--- src/rtl/vedic_mul_arbiter.sv ---
// Round-robin front end sharing one fixed-latency pipelined multiplier between NUM_REQ requesters.
// Define VEDIC_ARB_PERF_EN to add the perf_issued / perf_conflict counters.
module vedic_mul_arbiter #(
  parameter int unsigned NUM_REQ     = 4,
  parameter int unsigned WIDTH       = 32,
  parameter int unsigned MUL_LATENCY = 6
) (
  input  logic                     clk,
  input  logic                     rst,
  input  logic                     hold,
  input  logic [NUM_REQ-1:0]       req_valid,
  output logic [NUM_REQ-1:0]       req_ready,
  input  logic [NUM_REQ*WIDTH-1:0] req_a,
  input  logic [NUM_REQ*WIDTH-1:0] req_b,
  output logic [WIDTH-1:0]         mul_a,
  output logic [WIDTH-1:0]         mul_b,
  input  logic [2*WIDTH-1:0]       mul_p,
  output logic [NUM_REQ-1:0]       resp_valid,
  output logic [2*WIDTH-1:0]       resp_product,
  output logic                     busy
`ifdef VEDIC_ARB_PERF_EN
  ,
  output logic [31:0]              perf_issued,
  output logic [31:0]              perf_conflict
`endif
);

  localparam int unsigned TagW = (NUM_REQ > 1) ? $clog2(NUM_REQ) : 1;
  typedef logic [TagW-1:0] tag_t;

  tag_t                     rr_ptr_q, rr_ptr_d;
  logic                     grant_vld;
  tag_t                     grant_idx;
  logic [WIDTH-1:0]         mul_a_q, mul_a_d;
  logic [WIDTH-1:0]         mul_b_q, mul_b_d;
  logic [MUL_LATENCY-1:0]   vld_q, vld_d;
  tag_t [MUL_LATENCY-1:0]   tag_q, tag_d;
  logic [NUM_REQ-1:0]       resp_valid_q, resp_valid_d;
  logic [2*WIDTH-1:0]       resp_product_q, resp_product_d;

  // Rotating priority search starting at rr_ptr; grant implies valid, so a grant is a transfer.
  always_comb begin
    int unsigned idx;
    tag_t        idx_t;
    idx       = 0;
    idx_t     = '0;
    grant_vld = 1'b0;
    grant_idx = '0;
    for (int unsigned k = 0; k < NUM_REQ; k++) begin
      idx   = (32'(rr_ptr_q) + k) % NUM_REQ;
      idx_t = tag_t'(idx);
      if (!grant_vld && req_valid[idx_t]) begin
        grant_vld = 1'b1;
        grant_idx = idx_t;
      end
    end
    if (rst || hold) begin
      grant_vld = 1'b0;
    end
    req_ready = '0;
    if (grant_vld) begin
      req_ready[grant_idx] = 1'b1;
    end
  end

  always_comb begin
    rr_ptr_d = rr_ptr_q;
    mul_a_d  = mul_a_q;
    mul_b_d  = mul_b_q;
    if (grant_vld) begin
      rr_ptr_d = (grant_idx == tag_t'(NUM_REQ - 1)) ? '0 : grant_idx + tag_t'(1);
      mul_a_d  = req_a[32'(grant_idx) * WIDTH +: WIDTH];
      mul_b_d  = req_b[32'(grant_idx) * WIDTH +: WIDTH];
    end
  end

  // Tag pipeline mirrors the multiplier depth; its last stage lines up with mul_p.
  always_comb begin
    vld_d    = '0;
    tag_d    = tag_q;
    vld_d[0] = grant_vld;
    tag_d[0] = grant_idx;
    for (int unsigned i = 1; i < MUL_LATENCY; i++) begin
      vld_d[i] = vld_q[i-1];
      tag_d[i] = tag_q[i-1];
    end
  end

  always_comb begin
    resp_valid_d   = '0;
    resp_product_d = resp_product_q;
    if (vld_q[MUL_LATENCY-1]) begin
      resp_valid_d[tag_q[MUL_LATENCY-1]] = 1'b1;
      resp_product_d                     = mul_p;
    end
  end

  always_ff @(posedge clk) begin
    if (rst) begin
      rr_ptr_q       <= '0;
      mul_a_q        <= '0;
      mul_b_q        <= '0;
      vld_q          <= '0;
      tag_q          <= '0;
      resp_valid_q   <= '0;
      resp_product_q <= '0;
    end else begin
      rr_ptr_q       <= rr_ptr_d;
      mul_a_q        <= mul_a_d;
      mul_b_q        <= mul_b_d;
      vld_q          <= vld_d;
      tag_q          <= tag_d;
      resp_valid_q   <= resp_valid_d;
      resp_product_q <= resp_product_d;
    end
  end

  assign mul_a        = mul_a_q;
  assign mul_b        = mul_b_q;
  assign resp_valid   = resp_valid_q;
  assign resp_product = resp_product_q;
  assign busy         = (|vld_q) | (|resp_valid_q);

`ifdef VEDIC_ARB_PERF_EN
  logic [31:0] perf_issued_q, perf_issued_d;
  logic [31:0] perf_conflict_q, perf_conflict_d;

  always_comb begin
    perf_issued_d   = perf_issued_q;
    perf_conflict_d = perf_conflict_q;
    if (grant_vld) begin
      perf_issued_d = perf_issued_q + 32'd1;
    end
    if (!hold && ($countones(req_valid) >= 2)) begin
      perf_conflict_d = perf_conflict_q + 32'd1;
    end
  end

  always_ff @(posedge clk) begin
    if (rst) begin
      perf_issued_q   <= '0;
      perf_conflict_q <= '0;
    end else begin
      perf_issued_q   <= perf_issued_d;
      perf_conflict_q <= perf_conflict_d;
    end
  end

  assign perf_issued   = perf_issued_q;
  assign perf_conflict = perf_conflict_q;
`endif

endmodule

--- config.mk ---
export PLATFORM = sky130hd
export DESIGN_NAME = vedic_mul_arbiter
export DESIGN_NICKNAME = d
export VERILOG_FILES = /design/src/rtl/vedic_mul_arbiter.sv
export SDC_FILE = /design/constraint.sdc
export NUM_CORES = 1
export LEC_CHECK = 0
export BUFFER_PORTS_ARGS = -buffer_cell sky130_fd_sc_hd__buf_2
export CAP_MARGIN = 20
export CORE_AREA = 5 5 179 181
export DETAILED_ROUTE_END_ITERATION = 7
export DIE_AREA = 0 0 184 186
export SLEW_MARGIN = 20
export SYNTH_ARGS = -nofsm -noshare
export SYNTH_HDL_FRONTEND = slang
export SYNTH_SLANG_ARGS = --single-unit
--- constraint.sdc ---
create_clock -name clk -period 3.2 [get_ports clk]
set_input_delay 0 -clock clk [delete_from_list [all_inputs] [get_ports clk]]
set_output_delay 0 -clock clk [all_outputs]
set_load 0.005 [all_outputs]
* After elaboration in Yosys (flattened, before gate mapping)
Cells that the tools add are included.
** Storage, ports and cells
- Memory bits (writable) :: 0
- Memories :: 0
- ROM bits :: 0
- Word-level logic and storage cells :: 64
- Output and inout bits :: 137
- Input bits :: 327
- Latch bits :: 0
- Bits in registers :: 152
** Cells by class
- Muxes and demuxes :: 23
- Multiply operators :: 0
- Divide/modulo/power cells :: 0
- $add $sub $neg :: 4
- Reduce and logical (&&, ||, !) cells :: 12
- Magnitude comparators :: 8
- Shifts and indexed selects :: 2
- Bitwise logic cells :: 2
- Equality and inequality tests :: 1
** Operators by type and width (number)
- indexed part select 128 x 8 -> 32 bit :: 2
- < comparator 2 x 3 -> 1 bit (second input constant) :: 6
- 2-to-1 mux 1 bit :: 11
- 2-to-1 mux 2 bit :: 5
- binary-select mux 1 bit (select 2 bit) :: 4
- OR reduction 6 bit :: 1
- logical AND 1 bit :: 5
- adder 2 x 1 -> 2 bit (second input constant) :: 2
- adder 2 bit (second input constant) :: 2
- demux 1 bit (select 2 bit) :: 2
- >= comparator 2 x 1 -> 1 bit (second input constant) :: 2
- 2-to-1 mux 4 bit :: 1
- OR reduction 4 bit :: 1
- logical NOT 1 bit :: 3
- == test 2 bit (second input constant) :: 1
- OR reduction 2 bit :: 1
- logical OR 1 bit :: 1
- NOT 1 bit :: 1
- bitwise OR 1 bit :: 1

* Logic depth before layout (Yosys ltp)
- Word-level depth :: 17
- Mapped depth :: 9
- Mapped depth without buffers :: 7

* Least setup slack after synthesis
OpenSTA, ideal clock, no wires.
- Path kind :: register to register
- From :: register rr_ptr_q[0]
- To :: register mul_b_q[15], in the netlist mul_b[15]
- Arrival :: 1.771 ns
- Clock period less this slack :: 1.893 ns
- Stages on the path, launching flop included :: 7
- Setup slack :: 1.307 ns
- Buffers on the path :: 1
- Library setup time :: 0.122 ns
- Data required time :: 3.078 ns
- Cells stage by stage :: dfxtp_1 nand2b_1 a21oi_1 a211o_1 clkbuf_1 mux2_2 a221o_1
** Between the ends
- Longest elaborated chain between the ends :: 13
- Elaborated cells between the ends (all ways) :: 27
- Those cells by class :: add/sub (3); shift (1); mux (17); reduce/logical (6)
** RTL lines
- from (decl) :: line 31 : tag_t rr_ptr_q, rr_ptr_d;
- from (signal assigned) :: line 108 : rr_ptr_q <= rr_ptr_d;
- parallel branches: the longest is 13 deep, another holds adder 2 x 1 -> 2 bit
- to (signal assigned) :: line 110 : mul_b_q <= mul_b_d;
- to (decl) :: line 35 : logic [WIDTH-1:0] mul_b_q, mul_b_d;
Several ways; the timed one is not identified. The select of a mux whose other input is x is not followed.
A chain may end at the register's enable or synchronous reset.

* Final worst setup path
- From :: register rr_ptr_q[0]
- To :: register mul_b_q[3], in the netlist mul_b[3]
The elaborated chain is that of the path after synthesis.

==> metrics.txt <==
XOR/XNOR share of the synthesized area 0%; YS warnings 0; crit path time final about 2.8 ns; clock latency on the worst-skew pair between 0.4 and 0.5 ns; input/output buffers ~460; Post-Place Cells 1404; crit-path cells nand2b_1 -> a21oi_1 -> a211o_4 -> buf_4 -> mux2_2 -> a221o_1 -> dlygate4sd3_1; Core ar. about 30000 um2; Slew headroom a little under two fifths; initial core utilization a little over a fifth; startpoint types flop; final routed DRC violation total 0; DRT iter0 DRCs 230; CP endpoint kind flop; Synth Instances 586; Max stage delay on crit path around 0.56 ns; most common cell after layout, fill and taps aside buf_2; RSZ-0062 raised after global routing false; first-pass GRT wire length between 40000 and 50000 um; Mapped Area between 6000 and 7000 um2; final cell count without fillers ~1600; initial antenna violation count 7; sequential element share of the synthesized area approximately 46%; Final Setup Violations 0; max frequency 0.3606 GHz; Slew @ Worst Pin between 0.9 and 1 ns; Distinct cells, synth 33; Chip Width 184 um; postcts setup bufs 0; Synth Area in Compound Gates 19.74%; row count 64; syn nets 914; vias per cell ~4.5; DR vias roughly 7400; synthesized-area fraction occupied by adder cells less than 1%; CTS root buf clkbuf_16; Peak VDD IR between 0.3 and 0.4 mV; Design Power between 5000 and 6000 uW; Final nets 1549; crit share post-route about 87%; Leak between 0.005 and 0.006 uW; CP Buf/Inv Count 2; full die area 34220 um2; Clock Skew approximately 0.016 ns; syn_area_per_cell 11.21 um2; largest net degree at the start of global routing 89; number of synthesized register bits around 150; Die Ht about 190 um; CTS clock-pin slew for the worst setup and hold paths 0.07 ns; outcome finished clean; Hold Path Class input pin to flop; Synth Area in Simple Gates 7.601%; Slew Limit Fails 0; I/O pin count approximately 460; final core utilization between 30% and 40%; H-tree levels 4; main combinational cell family by area after synthesis multiplexers; drt first pass iters 4; layout cells sized above 1 46.92%; final wirelength ~29000 um; Pwr Density ~450 nW/um2; CP max-delay cell dlygate4sd3_1; global-route usage over all layers between 10% and 20%; Async SR Flop Fraction 0%; synth-to-layout area growth 80.13%; Most used DFF post-synth dfxtp_1; fillers about 3000; overflow left after global routing 0; CP top delay family buffers and inverters; Num CTS Buffers 17; EDFF count, synth 0; Max Cap Violations 0; Worst EP required approximately 3.5 ns; WS Path Type flop to flop; Routability Congestion roughly 0.84; Max clock buf depth 2; vias in the first global route ~7700; Max FO, Critical Path 16; post-synthesis mux area share around 22%; # resized after CTS 0; cts hold-fix bufs between 150 and 200; final number of hold-violating endpoints 0; TritonCTS Sinks around 150; Total Neg Setup Slack 0 ns; most frequent cells in the layout buf_2, dlygate4sd3_1, dfxtp_1, nor2_1; Detailed Place HPWL about 20000 um; WP data arrival a little over 3 ns; DR WL/cell approximately 18 um; CTS tree yes; Post-DRT Antenna Nets 0
## cell usage after synthesis, types with 2 or more instances
library cell,instances,area (um2)
o21ai_0,3,15.01
nor2_1,74,277.8
buf_1,9,33.78
mux2_2,37,416.7
inv_1,3,11.26
dfxtp_1,152,3043
nand2b_1,3,18.77
buf_2,11,55.05
nor4_1,3,18.77
nand2_1,2,7.510
a21oi_1,6,30.03
a221o_1,64,640.6
mux2i_1,64,640.6
nor4bb_1,2,20.02
nor2b_1,16,100.1
buf_6,4,45.04
a22o_1,64,560.5
mux2_4,27,405.4
clkbuf_1,28,105.1
## flip-flops by register name (all words and copies together), names as in the netlist
signal,flops
vld_q,6
resp_valid,4
tag_d,10
resp_product,64
rr_ptr_q,2
mul_b,32
mul_a,32
tag_q,2
## tightest hold or removal path: stages
cell and delay [ns]:
buf_2 0.13, nor4_1 0.09, o21ai_0 0.15, a21oi_1 0.07
## final cells by class
cell class	count	area, um2	share of cell area [%]
clock inverter	15	165.2	1.396
multi-input combinational	378	3303	27.92
sequential	152	3047	25.75
inverter	4	15.01	0.1269
antenna	5	12.51	0.1058
clock buffer	17	425.4	3.596
timing repair buffer	668	4367	36.91
tap	396	495.5	4.188
## routing by layer
layer  vias up  track usage (%)  wire length [um]
li1       3506                -                 -
met1      3472            18.14             11240
met2       375            27.84             14540
met3        36            4.573              2414
met4         4            4.999               543
met5         -                0                27
## per-stage QoR
stage          hold slack [ns]  instance area [um2]  setup WS (ns)
6_report               0.07397                11830         0.4270
5_1_grt                0.08570                11830         0.3189
4_1_cts                0.03599                11820         0.4173
3_5_place_dp            0.2256                 9285         0.9804
3_3_place_gp            0.2231                 9285         0.9544
2_1_floorplan           0.1389                 6568          1.307
## power by group
| part | internal, uW | switching (uW) |
|---|---|---|
| sequential | 2000 | 69.5 |
| clock | 1110 | 929 |
| combinational | 722 | 436 |
| total | 3830 | 1430 |
## path summary, 6_finish.rpt
kind | startpoint | end | slack (ns) | depth (start not counted)
setup / recovery | rr_ptr_q[0] | mul_b[3] | 0.43 | 7
hold / removal | req_valid[2] | rr_ptr_q[1] | 0.07 | 4
setup reg to reg | rr_ptr_q[0] | mul_b[3] | 0.43 | 7
hold reg to reg | tag_d[10] | tag_q[10] | 0.43 | 1
## kinds of logic (layout without fill, tap and decap cells)
| kind of cell | Yosys count | in the layout |
|---|---|---|
| AO/OA/AOI/OAI | 142 | 142 |
| flip-flops | 152 | 152 |
| buffers and inverters | 56 | 704 |
| adder cells (fa/ha/maj) | 1 | 1 |
| other | 0 | 5 |
| multiplexers | 128 | 128 |
| AND/OR/NAND/NOR | 107 | 107 |
Note: power is estimated with default switching activity, not from simulation.
